===== src/rtl/bus_uart.sv =====
// bus_uart: memory-mapped UART slave with byte FIFOs, programmable bit period and level IRQ.
// Optional build macro UART_LOOPBACK_EN implements CTRL[2] (internal TX->RX loopback).
//
// state | meaning
// IDLE  | line idle; TX waits for FIFO data, RX waits for a falling edge
// START | start bit; TX drives 0, RX re-checks the line mid-bit
// DATA  | 8 data bits, LSB first
// STOP  | stop bit; TX drives 1, RX validates and pushes the byte
module bus_uart #(
    parameter int          FIFO_DEPTH = 8,
    parameter logic [15:0] DIV_RESET  = 16'd434
) (
    input  logic        clk,
    input  logic        rst_n_i,
    input  logic        stb_i,
    input  logic        we_i,
    input  logic [3:0]  adr_i,
    input  logic [31:0] dat_i,
    input  logic [3:0]  sel_i,
    output logic [31:0] dat_o,
    output logic        ack_o,
    output logic        irq_o,
    input  logic        rxd_i,
    output logic        txd_o
);
    localparam int          AW      = $clog2(FIFO_DEPTH);
    localparam logic [AW:0] PTR_ONE = {{AW{1'b0}}, 1'b1};

    typedef enum logic [1:0] {IDLE, START, DATA, STOP} uart_state_t;

    logic [2:0]  ctrl;
    logic [15:0] divisor;
    logic        rx_overrun, frame_err;
    logic        loopback, lb_wr;
    logic        acc, wr_en, rd_en;
    logic [1:0]  reg_sel;
    logic [31:0] rdata, status;
    logic        unused_bits;

    logic [7:0]  tx_mem [FIFO_DEPTH];
    logic [AW:0] tx_wp, tx_rp;
    logic        tx_fifo_empty, tx_full, tx_push_ok, tx_pop_ok, tx_done;
    logic [7:0]  rx_mem [FIFO_DEPTH];
    logic [AW:0] rx_wp, rx_rp;
    logic        rx_empty, rx_full, rx_push_ok, rx_pop_ok, rx_valid, rx_pop_req;

    uart_state_t tx_state, tx_next;
    logic [15:0] tx_cnt;
    logic [2:0]  tx_bit;
    logic [7:0]  tx_shift;
    logic        tx_load, tx_pop, tx_ser, tx_tc;

    uart_state_t rx_state, rx_next;
    logic [15:0] rx_cnt;
    logic [2:0]  rx_bit;
    logic [7:0]  rx_shift;
    logic        rx_s1, rx_s2, rx_s3, rx_in, rx_tc;
    logic        rx_load_half, rx_load_full, rx_sample, rx_push_req, frame_set;

`ifdef UART_LOOPBACK_EN
    assign loopback = ctrl[2];
    assign lb_wr    = dat_i[2];
`else
    assign loopback = 1'b0;
    assign lb_wr    = 1'b0;
`endif

    assign unused_bits = &{1'b0, dat_i[31:16], dat_i[3:2], adr_i[1:0], sel_i[3:1]};

    // A transfer takes effect only on the edge where ack rises.
    assign acc     = stb_i && !ack_o;
    assign reg_sel = adr_i[3:2];
    assign wr_en   = acc && we_i && sel_i[0];
    assign rd_en   = acc && !we_i;

    assign tx_fifo_empty = (tx_wp == tx_rp);
    assign tx_full    = (tx_wp[AW] != tx_rp[AW]) && (tx_wp[AW-1:0] == tx_rp[AW-1:0]);
    assign tx_pop_ok  = tx_pop && !tx_fifo_empty;
    assign tx_push_ok = wr_en && (reg_sel == 2'd0) && (!tx_full || tx_pop_ok);
    assign tx_done    = tx_fifo_empty && (tx_state == IDLE);

    assign rx_empty   = (rx_wp == rx_rp);
    assign rx_full    = (rx_wp[AW] != rx_rp[AW]) && (rx_wp[AW-1:0] == rx_rp[AW-1:0]);
    assign rx_valid   = !rx_empty;
    assign rx_pop_req = rd_en && (reg_sel == 2'd0);
    assign rx_pop_ok  = rx_pop_req && !rx_empty;
    assign rx_push_ok = rx_push_req && (!rx_full || rx_pop_ok);

    assign status = {26'h0, frame_err, rx_overrun, tx_done, tx_full, rx_full, rx_valid};

    always_comb begin
        rdata = 32'h0;
        case (reg_sel)
            2'd0: rdata = {24'h0, rx_empty ? 8'h00 : rx_mem[rx_rp[AW-1:0]]};
            2'd1: rdata = status;
            2'd2: rdata = {29'h0, ctrl};
            2'd3: rdata = {16'h0, divisor};
            default: ;
        endcase
    end

    always_ff @(posedge clk or negedge rst_n_i) begin
        if (!rst_n_i) begin
            ack_o      <= 1'b0;
            dat_o      <= 32'h0;
            irq_o      <= 1'b0;
            ctrl       <= 3'h0;
            divisor    <= DIV_RESET;
            rx_overrun <= 1'b0;
            frame_err  <= 1'b0;
            tx_wp      <= '0;
            tx_rp      <= '0;
            rx_wp      <= '0;
            rx_rp      <= '0;
        end else begin
            ack_o <= stb_i;
            if (acc) dat_o <= we_i ? 32'h0 : rdata;
            irq_o <= (ctrl[0] && rx_valid) || (ctrl[1] && tx_done);
            if (wr_en && reg_sel == 2'd2) ctrl <= {lb_wr, dat_i[1:0]};
            if (wr_en && reg_sel == 2'd3) divisor <= (dat_i[15:0] < 16'd2) ? 16'd2 : dat_i[15:0];
            if (rx_push_req && !rx_push_ok) rx_overrun <= 1'b1;
            else if (wr_en && reg_sel == 2'd1 && dat_i[4]) rx_overrun <= 1'b0;
            if (frame_set) frame_err <= 1'b1;
            else if (wr_en && reg_sel == 2'd1 && dat_i[5]) frame_err <= 1'b0;
            if (tx_push_ok) tx_wp <= tx_wp + PTR_ONE;
            if (tx_pop_ok)  tx_rp <= tx_rp + PTR_ONE;
            if (rx_push_ok) rx_wp <= rx_wp + PTR_ONE;
            if (rx_pop_ok)  rx_rp <= rx_rp + PTR_ONE;
        end
    end

    always_ff @(posedge clk) begin
        if (tx_push_ok) tx_mem[tx_wp[AW-1:0]] <= dat_i[7:0];
        if (rx_push_ok) rx_mem[rx_wp[AW-1:0]] <= rx_shift;
    end

    // Transmitter
    assign tx_tc = (tx_cnt == 16'd0);

    always_comb begin
        tx_next = tx_state;
        tx_load = 1'b0;
        tx_pop  = 1'b0;
        tx_ser  = 1'b1;
        case (tx_state)
            IDLE: if (!tx_fifo_empty) begin
                tx_pop  = 1'b1;
                tx_load = 1'b1;
                tx_next = START;
            end
            START: begin
                tx_ser = 1'b0;
                if (tx_tc) begin
                    tx_load = 1'b1;
                    tx_next = DATA;
                end
            end
            DATA: begin
                tx_ser = tx_shift[0];
                if (tx_tc) begin
                    tx_load = 1'b1;
                    if (tx_bit == 3'd7) tx_next = STOP;
                end
            end
            STOP: if (tx_tc) begin
                if (!tx_fifo_empty) begin
                    tx_pop  = 1'b1;
                    tx_load = 1'b1;
                    tx_next = START;
                end else begin
                    tx_next = IDLE;
                end
            end
            default: ;
        endcase
    end

    always_ff @(posedge clk or negedge rst_n_i) begin
        if (!rst_n_i) begin
            tx_state <= IDLE;
            tx_cnt   <= 16'd0;
            tx_bit   <= 3'd0;
            tx_shift <= 8'h00;
        end else begin
            tx_state <= tx_next;
            if (tx_load) tx_cnt <= divisor - 16'd1;
            else if (!tx_tc) tx_cnt <= tx_cnt - 16'd1;
            if (tx_pop) begin
                tx_shift <= tx_mem[tx_rp[AW-1:0]];
                tx_bit   <= 3'd0;
            end else if (tx_state == DATA && tx_tc) begin
                tx_shift <= {1'b0, tx_shift[7:1]};
                tx_bit   <= tx_bit + 3'd1;
            end
        end
    end

    assign txd_o = loopback ? 1'b1 : tx_ser;

    // Receiver
    assign rx_in = loopback ? tx_ser : rxd_i;
    assign rx_tc = (rx_cnt == 16'd0);

    always_comb begin
        rx_next      = rx_state;
        rx_load_half = 1'b0;
        rx_load_full = 1'b0;
        rx_sample    = 1'b0;
        rx_push_req  = 1'b0;
        frame_set    = 1'b0;
        case (rx_state)
            IDLE: if (rx_s3 && !rx_s2) begin
                rx_load_half = 1'b1;
                rx_next      = START;
            end
            START: if (rx_tc) begin
                if (rx_s2) begin
                    rx_next = IDLE;
                end else begin
                    rx_load_full = 1'b1;
                    rx_next      = DATA;
                end
            end
            DATA: if (rx_tc) begin
                rx_sample    = 1'b1;
                rx_load_full = 1'b1;
                if (rx_bit == 3'd7) rx_next = STOP;
            end
            STOP: if (rx_tc) begin
                rx_next     = IDLE;
                rx_push_req = rx_s2;
                frame_set   = !rx_s2;
            end
            default: ;
        endcase
    end

    always_ff @(posedge clk or negedge rst_n_i) begin
        if (!rst_n_i) begin
            rx_s1    <= 1'b1;
            rx_s2    <= 1'b1;
            rx_s3    <= 1'b1;
            rx_state <= IDLE;
            rx_cnt   <= 16'd0;
            rx_bit   <= 3'd0;
            rx_shift <= 8'h00;
        end else begin
            rx_s1    <= rx_in;
            rx_s2    <= rx_s1;
            rx_s3    <= rx_s2;
            rx_state <= rx_next;
            if (rx_load_half) rx_cnt <= (divisor >> 1) - 16'd1;
            else if (rx_load_full) rx_cnt <= divisor - 16'd1;
            else if (!rx_tc) rx_cnt <= rx_cnt - 16'd1;
            if (rx_state == START) rx_bit <= 3'd0;
            else if (rx_sample) rx_bit <= rx_bit + 3'd1;
            if (rx_sample) rx_shift <= {rx_s2, rx_shift[7:1]};
        end
    end
endmodule

===== config.mk =====
export PLATFORM = sky130hd
export DESIGN_NAME = bus_uart
export DESIGN_NICKNAME = d
export VERILOG_FILES = /design/src/rtl/bus_uart.sv
export SDC_FILE = /design/constraint.sdc
export NUM_CORES = 1
export LEC_CHECK = 0
export CAP_MARGIN = 30
export CELL_PAD_IN_SITES_DETAIL_PLACEMENT = 0
export CELL_PAD_IN_SITES_GLOBAL_PLACEMENT = 1
export CORE_MARGIN = 2
export CORE_UTILIZATION = 44
export DETAILED_ROUTE_END_ITERATION = 7
export GPL_TIMING_DRIVEN = 1
export PLACE_DENSITY = 0.84
export SLEW_MARGIN = 25
export SYNTH_ARGS = -nofsm -noshare
export SYNTH_HDL_FRONTEND = slang
export SYNTH_SLANG_ARGS = --single-unit

===== constraint.sdc =====
create_clock -name clk -period 3.1 [get_ports clk]
set_clock_uncertainty 0.05 [all_clocks]
set_input_delay 0.93 -clock clk [delete_from_list [all_inputs] [get_ports clk]]
set_output_delay 0.93 -clock clk [all_outputs]
set_load 0.03 [all_outputs]

# Word-level counts from Yosys, hierarchy flattened
# Memories as Yosys holds them, arrays and structs flattened.
# Index checks and enable logic that the tools add are counted.
[word_totals] memories=2 register_bits=131 out_inout_bits=35 ram_bits=128 in_bits=45 wordCells=164
[classes] addsub=10 n_mux=54 eq_ne=29 n_reduce_logical=46 n_lt_le_gt_ge=1
[memory_table] memory="rx_mem" depth=8 word_bits=8 read_ports=1 rd_ports_with_merged_regs=0 write_ports=1 line="43" rtl="logic [7:0] rx_mem [FIFO_DEPTH];"
[memory_table] memory="tx_mem" depth=8 word_bits=8 read_ports=1 rd_ports_with_merged_regs=0 write_ports=1 line="40" rtl="logic [7:0] tx_mem [FIFO_DEPTH];"
[op_table] cell="32-bit one-hot mux with 4 select lines" n=1
[op_table] cell="16-bit two-way mux" n=6
[op_table] cell="16-bit by 1-bit subtractor with 16-bit output, second input constant" n=3
[op_table] cell="16-bit zero test" n=2
[op_table] cell="32-bit two-way mux" n=1
[op_table] cell="8-bit two-way mux" n=3
[op_table] cell="1-bit logical AND" n=23
[op_table] cell="1-bit two-way mux" n=22
[op_table] cell="2-bit two-way mux" n=11
[op_table] cell="2-bit != test, second input constant" n=11
[op_table] cell="4-bit by 1-bit adder with 4-bit output, second input constant" n=4
[op_table] cell="16-bit by 2-bit less-than comparator with 1-bit output, second input constant" n=1
[op_table] cell="2-bit one-hot mux with 4 select lines" n=2
[op_table] cell="15-bit by 1-bit subtractor with 16-bit output, second input constant" n=1
[op_table] cell="2-bit equality test, second input constant" n=6
[op_table] cell="3-bit two-way mux" n=4
[op_table] cell="5-bit AND reduction" n=2
[op_table] cell="4-bit equality test" n=2
[op_table] cell="1-bit zero test" n=8
[op_table] cell="2-bit nonzero test" n=4
[op_table] cell="3-bit by 1-bit adder with 3-bit output, second input constant" n=2
[op_table] cell="2-bit by 1-bit equality test with 1-bit output, second input constant" n=3
[op_table] cell="3-bit equality test" n=2
[op_table] cell="3-bit equality test, second input constant" n=2
[op_table] cell="7 further kinds" n=14

# Depth between registers and ports, before layout
# Gate-level depths: netlist (run 1).
[logic_depth] depth_word=10 ltp_mapped=9 ltp_nobuf=8

# Least setup slack after synthesis (run 1)
# No wires, ideal clock.
[synth_timing] path_kind="register to register" start="register tx_cnt[0]" end="memory tx_mem[0][0], enable pin" period_less_slack_ns=3.317 n_path_buf=0 stages_incl_launch_ff=9 setup_slack_ns=-0.217 setup_time_ns=0.395 arrival_ns=2.873 required_time_ns=2.655 path_cell_list="dfrtp_1 > inv_1 > ha_1 > or4b_4 > nor4b_4 > a21oi_2 > o211ai_2 > nand2_2 > nor4_1"
[synth_between] elab_chain_cells=8
[synth_rtl] item="from (decl)" line="48" rtl="logic [15:0] tx_cnt;"
[synth_rtl] item="from (signal assigned)" line="186" rtl="if (tx_load) tx_cnt <= divisor - 16'd1;"
[synth_rtl] item="from (signal assigned)" line="187" rtl="else if (!tx_tc) tx_cnt <= tx_cnt - 16'd1;"
[synth_rtl] item="16-bit zero test" line="138" rtl="assign tx_tc = (tx_cnt == 16'd0);"
[synth_rtl] item="1-bit two-way mux" line="165" rtl="STOP: if (tx_tc) begin"
[synth_rtl] item="1-bit one-hot mux with 2 select lines" line="145" rtl="case (tx_state)"
[synth_rtl] item="1-bit logical AND" line="78" rtl="assign tx_pop_ok = tx_pop && !tx_fifo_empty;"
[synth_rtl] item="1-bit logical OR" line="79" rtl="assign tx_push_ok = wr_en && (reg_sel == 2'd0) && (!tx_full || tx_pop_ok);"
[synth_rtl] item="1-bit logical AND" line="79"
[synth_rtl] item="1-bit two-way mux" line="133" rtl="if (tx_push_ok) tx_mem[tx_wp[AW-1:0]] <= dat_i[7:0];"
[synth_rtl] item="1-bit two-way mux (implied by the code)" line="133"
[synth_rtl] item="to (decl)" line="40"
# No other way between the ends.

# Worst setup path after layout (run 1)
[layout_timing] start="register tx_state[0]" end="output txd_o"
[layout_between] elab_chain_cells=2 word_cells_on_any_way=3 cone_classes="eq/ne: 2; mux: 1"
[layout_rtl] item="from (decl)" line="47" rtl="uart_state_t tx_state, tx_next;"
[layout_rtl] item="from (signal assigned)" line="185" rtl="tx_state <= tx_next;"
[layout_rtl] item="2-bit equality test or 2-bit by 1-bit equality test with 1-bit output (tied branches)" line="145"
[layout_rtl] item="1-bit one-hot mux with 2 select lines (*)" line="145"
[layout_rtl] item="to (decl)" line="24" rtl="output logic txd_o"
# Mark *: on every way between the ends. The rest lies on a longest branch, timed or not.

==> metrics.txt, run 1 <==
status=completed; Avg WL per Cell=18.8 um; Starting Density=45.1%; core area=0.0253 sq mm; All-Layer GR Usage=18.5%; Pwr Density=810 mW/mm^2; f_max=around 340 MHz; Final Max Tran Viols=0; fin nets=1018; postcts setup bufs=0; Yosys top cell by area=edfxtp_1; number of core rows=between 50 and 60; Buffers on Ports=42; mapped cell area=0.0114 sq mm; routability cong.=~0.83; vias=between 7k and 8k; asr flop ratio synth=between 40% and 50%; TritonCTS clock tree=yes; vias per cell=5.42; Leak=slightly above 5 nW; Worst-Skew Late Latency=0.52 ns; fin util=52.9%; Avg Cell Area, Syn=13.2 sq um; Die ar.=0.0273 sq mm; Total Wirelength=24400 um; RR Endpoint=tx_mem[1][0]$_DFFE_PP_; area share of the leading cell type in the synthesized netlist=roughly a third; DRT iter0 DRCs=approximately 460; CTS Buffer Depth=3; Synth Flop Type=edfxtp_1; initial antenna violation count=2; CP peak stage delay=roughly 0.42 ns; sequential share of the synthesized area=59.0%; crit path DAT=1.95 ns; Worst-path clk slew=around 0.060 ns; share of cells above drive strength 1=20.3%; Peak supply drop=523 uV; count leader, synth=edfxtp_1; Hold WS=between 0.2 and 0.3 ns; Period minus WS final=approximately 2.9 ns; yosys synthesis warning count=0; Worst Setup Start Kind=flip-flop; Worst-Margin Slew=0.702 ns; Final Hold Fails=0; Synth area leaders=edfxtp_1, dfrtp_1, mux4_2, mux2_2, xor2_1; IO Pins=80; Post-synth top cells=edfxtp_1, dfrtp_1, nand2_1; Die Ht=165 um; CP max stage cell=dfrtp_1; area grow syn2layout=17.4%; worst r2r src=tx_cnt[1]$_DFFE_PN0P_; DR pass1 iterations=5; FF-to-FF path depth=9; Synth cell types=68; crit path max fanout=6; HPWL Detailed=16800 um; number of enable flip-flop cells after synthesis=128; largest net degree at the start of global routing=56; Max-slew headroom=53.2%; Setup CP Type=reg2out; total CTS buffers=26; Hold Path Class=in2async; CTS Hold Bufs=0; post-route ant nets=0; Synth Register Bits=243; period utilisation layout=94.6%; unrepaired setup endpoints after global routing=false; CP Buf/Inv Count=2; Root Buffer=clkbuf_16; Top delay family on crit path=buffers and inverters; CP Capture Type=primary output; max cap viols=0; Die Wd=165 um; Synth Instances=868; R2R Setup Slk=0.18 ns; Clock Sink Count=243; Worst EP required=2.12 ns; CTS H-tree depth=1; crit-path cells=inv_1 > ha_1 > o21ai_0 > dlygate4sd2_1; first-pass GRT wire length=~39000 um; DRC violations left=0; grt ovf=0; vias in the first global route=7204; Final setup viols=0
cell usage in the layout, fill, tap and decap left out, drive strengths merged, types with 30 or more instances in the layout:
master	Yosys	layout
xnor2	34	34
buf	34	59
clkdlybuf4s50	0	40
nor2	45	45
nand2	68	68
o21ai	31	31
mux2	36	36
clkbuf	29	36
xor2	39	39
nor3	30	30
dfrtp	107	107
edfxtp	128	128
mux4	32	32
through the flow:
step	area [sq um]	cells	setup TNS (ns)	setup slack (ns)	power [mW]
global route	13400	1300	0	0.00649	11.5
global placement	12400	1250	0	0.0640	7.48
floorplan	11500	883	-0.762	-0.0318	6.68
finish	13400	1300	0	0.167	10.9
detailed placement	12400	1250	0	0.0634	7.55
CTS	13400	1298	0	0.136	10.9
cell families (layout without fill, tap and decap cells):
family | after synthesis | after routing | share of synthesized area [%]
DFF | 243 | 243 | 59.0
and+or+nand+nor | 240 | 240 | 11.0
AOI/OAI and AO/OA | 119 | 119 | 6.86
muxes | 87 | 87 | 11.6
buffers and inverters | 81 | 167 | 3.38
xor gates and xnor gates | 73 | 73 | 5.60
adders and majority gates | 24 | 24 | 2.63
other | 1 | 17 | 0.0328
metal layers:
| metal | track usage (%) | up-vias | part of all wire, % |
|---|---|---|---|
| li1 | - | 3347 | - |
| met1 | 25.4 | 3491 | 44 |
| met2 | 29.9 | 157 | 48 |
| met3 | 2.80 | 46 | 4.6 |
| met4 | 6.88 | 2 | 3.4 |
| met5 | 0 | - | 0.053 |
worst max-delay path by stage:
| stage | startpoint | to | slack, ns | cells after the start |
|---|---|---|---|---|
| after floorplan | tx_cnt[0]$_DFFE_PN0P_ | tx_mem[1][0]$_DFFE_PP_ | -0.03 | 8 |
| after global placement | stb_i | rx_mem[0][0]$_DFFE_PP_ | 0.06 | 7 |
| after detailed placement | stb_i | rx_mem[0][0]$_DFFE_PP_ | 0.06 | 7 |
| after CTS | tx_state[0]$_DFFE_PN0P_ | txd_o | 0.14 | 4 |
| after global routing | tx_cnt[1]$_DFFE_PN0P_ | tx_mem[5][2]$_DFFE_PP_ | 0.006 | 9 |
| final | tx_state[0]$_DFFE_PN0P_ | txd_o | 0.17 | 4 |
registers in the layout (all words and copies together), names as in the netlist, 3 cells and up, named ones only:
name,count
rx_wp,4
rx_cnt,16
tx_mem,64
rx_rp,4
tx_shift,8
dat_o,16
tx_rp,4
tx_cnt,16
tx_bit,3
divisor,16
tx_wp,4
rx_shift,8
rx_bit,3
rx_mem,64
area by class of cell:
| class | count | area, sq um |
|---|---|---|
| Tap cell | 330 | 413 |
| Clock inverter | 13 | 189 |
| Sequential cell | 243 | 6730 |
| Fill cell | 2074 | 11900 |
| Antenna cell | 1 | 2.50 |
| Inverter | 18 | 67.6 |
| Clock buffer | 35 | 757 |
| Timing Repair Buffer | 101 | 870 |
| Multi-Input combinational cell | 559 | 4380 |
report_power, final:
group | leakage [nW] | switching [mW] | total [mW] | internal, mW
clock | 0.463 | 1.22 | 3.35 | 2.12
sequential | 2.63 | 0.438 | 4.25 | 3.81
combinational | 2.07 | 1.78 | 3.27 | 1.49
total | 5.16 | 3.44 | 10.9 | 7.42
repair_timing:
item | in CTS | in global routing
gates resized for setup | 1 | 2
endpoints found under the setup margin | 1 | 24
cloned | 0 | 0
Note: power is estimated with default switching activity, not from simulation.
==> run 2: changes to the inputs <==
PLACE_DENSITY = default   (was 0.84)
PLACE_DENSITY_LB_ADDON = 0.1   (was default)
==> metrics.txt, run 2 (synthesis results as in run 1) <==
status=completed; post-route ant nets=0 (unchanged); commonest non-fill, non-tap cell in the layout=edfxtp_1; Hold Path Class=in2async; TNS Setup=0 ns (unchanged); number of core rows=58 (unchanged); crit path DAT=3.13 ns (+1.18 ns); vias per cell=5.47 (+0.97%); initial antenna violation count=0 (-2); IO Pins=80 (unchanged); Final Max Tran Viols=0 (unchanged); TritonCTS clock tree=yes; Avg WL per Cell=19.6 um (+4.4%); Die ar.=0.0273 sq mm (unchanged); DR pass1 iterations=4 (-1); ant diodes=0 (-1); Layout fillers=2139 (+3.1%); Worst-Skew Late Latency=0.53 ns (about the same); All-Layer GR Usage=19.5% (+1.1 points); post-layout instance area=0.0134 sq mm (-0.30%); Leak=5.14 nW (-0.36%); CTS Buffer Depth=3 (unchanged); vias in the first global route=7204 (unchanged); Worst EP required=3.28 ns (+1.16 ns); first-pass GRT wire length=40900 um (+4.6%); Die Ht=165 um (unchanged); Setup CP Type=reg2reg; Worst-Margin Slew=0.811 ns (+0.109 ns); area grow syn2layout=17.1%; DRC violations left=0 (unchanged); Final Hold Fails=0 (unchanged); vias=7117 (+1.1%); Max-slew headroom=45.5% (-7.7 points); Clock Sink Count=243 (unchanged); Worst-path clk slew=0.06 ns (about the same); total power=10.7 mW (-1.6%); max cap viols=0 (unchanged); unrepaired setup endpoints after global routing=false; postcts setup bufs=0 (unchanged); core area=0.0253 sq mm (unchanged); fin nets=1020 (+0.20%); grt ovf=0 (unchanged); DRT iter0 DRCs=471 (+2.8%); period utilisation layout=95.2% (+0.61 points); Root Buffer=clkbuf_16; CP Capture Type=flip-flop; R2R Setup Slk=0.15 ns (-0.03 ns); Pwr Density=799 mW/mm^2 (-1.4%); CTS Hold Bufs=0 (unchanged); Buffers on Ports=42 (unchanged); Worst Setup Start Kind=flip-flop; Peak supply drop=459 uV (-12%); placed instance area=0.0125 sq mm (+0.22%); f_max=339 MHz (-0.64%); Starting Density=45.1% (unchanged); leading cell types in the layout, fill and taps excluded=edfxtp_1, dfrtp_1, nand2_1; HPWL Detailed=18200 um (+8.2%); Final setup viols=0 (unchanged); placed cells=1252 (+0.16%); largest net degree at the start of global routing=64 (+14%); Period minus WS final=2.95 ns (+0.0189 ns); crit path max fanout=8 (+2); CTS H-tree depth=1 (unchanged); Hold WS=0.225 ns (-0.0564 ns); routability cong.=0.810 (-2.1%); total CTS buffers=26 (unchanged); Post-Layout Cell Count=1301 (+0.077%); Total Wirelength=25500 um (+4.4%); share of cells above drive strength 1=20.7% (+0.37 points); Die Wd=165 um (unchanged)
==> run 2: changes by cell type in the layout (fill, tap and decap cells not counted), sizes merged <==
cell      before  now
diode          1    0
clkinvlp       1    2
bufinv         5    3
buf           59   61
clkbuf        36   32
clkinv         7   12
==> run 2: worst paths after layout <==
kind / from / end / cells after the start
max in group asynchronous: rst_n_i / rx_s1$_DFF_PN1_ / 2
worst max register to register: tx_cnt[0]$_DFFE_PN0P_ / tx_mem[2][2]$_DFFE_PP_ / 9
worst min register to register: rx_s1$_DFF_PN1_ / rx_s2$_DFF_PN1_ / 0
worst max-delay path: tx_cnt[0]$_DFFE_PN0P_ / tx_mem[2][2]$_DFFE_PP_ / 9
min in group clk: rx_s1$_DFF_PN1_ / rx_s2$_DFF_PN1_ / 0
worst min-delay path: rst_n_i / tx_shift[5]$_DFFE_PN0P_ / 1
==> run 2: timing repair <==
item / CTS / global route
endpoints found under the hold margin: 0 / 0
pin swaps: 0 / 1
gates resized for setup: 1 / 2
endpoints found under the setup margin: 1 / 24
==> run 2: critical path, stage by stage (launching register included) <==
cell and delay, ns:
dfrtp_1 0.44, inv_1 0.13, ha_1 0.16, or4b_4 0.50
nor4b_4 0.35, a21oi_2 0.16, o211ai_4 0.29, nand3_1 0.18
nor3_1 0.18, buf_4 0.21
==> run 2: cell type report <==
class | instances | area [sq um] | area share [%]
clock buffer | 31 | 691 | 5.17
clock inverter | 17 | 186 | 1.39
inverter | 18 | 67.6 | 0.505
multi-input combinational | 559 | 4380 | 32.8
sequential | 243 | 6730 | 50.4
tap | 330 | 413 | 3.09
timing repair buffer | 103 | 897 | 6.71
==> run 2: report_power, final <==
part / internal, mW / switching (mW) / total, mW
Clock: 1.85 / 1.27 / 3.12
Combinational: 1.49 / 1.81 / 3.30
Sequential: 3.81 / 0.452 / 4.26
Total: 7.16 / 3.53 / 10.7
==> run 2: stage by stage <==
stage / util, % / setup WS, ns
after floorplan: - / -0.0318
after global placement: 49.2 / 0.0772
after detailed placement: 49.2 / 0.0420
after CTS: 52.7 / 0.0923
after global routing: 52.8 / 0.00736
final: 52.8 / 0.148
==> run 2: routing by layer <==
| layer | track usage (%) | part of all wire [%] | up-vias |
|---|---|---|---|
| met1 | 28.4 | 46 | 3557 |
| met4 | 5.18 | 2.2 | 0 |
| met5 | 0 | 0 | - |
| li1 | - | - | 3354 |
| met2 | 31.0 | 47 | 163 |
| met3 | 2.82 | 5.0 | 43 |
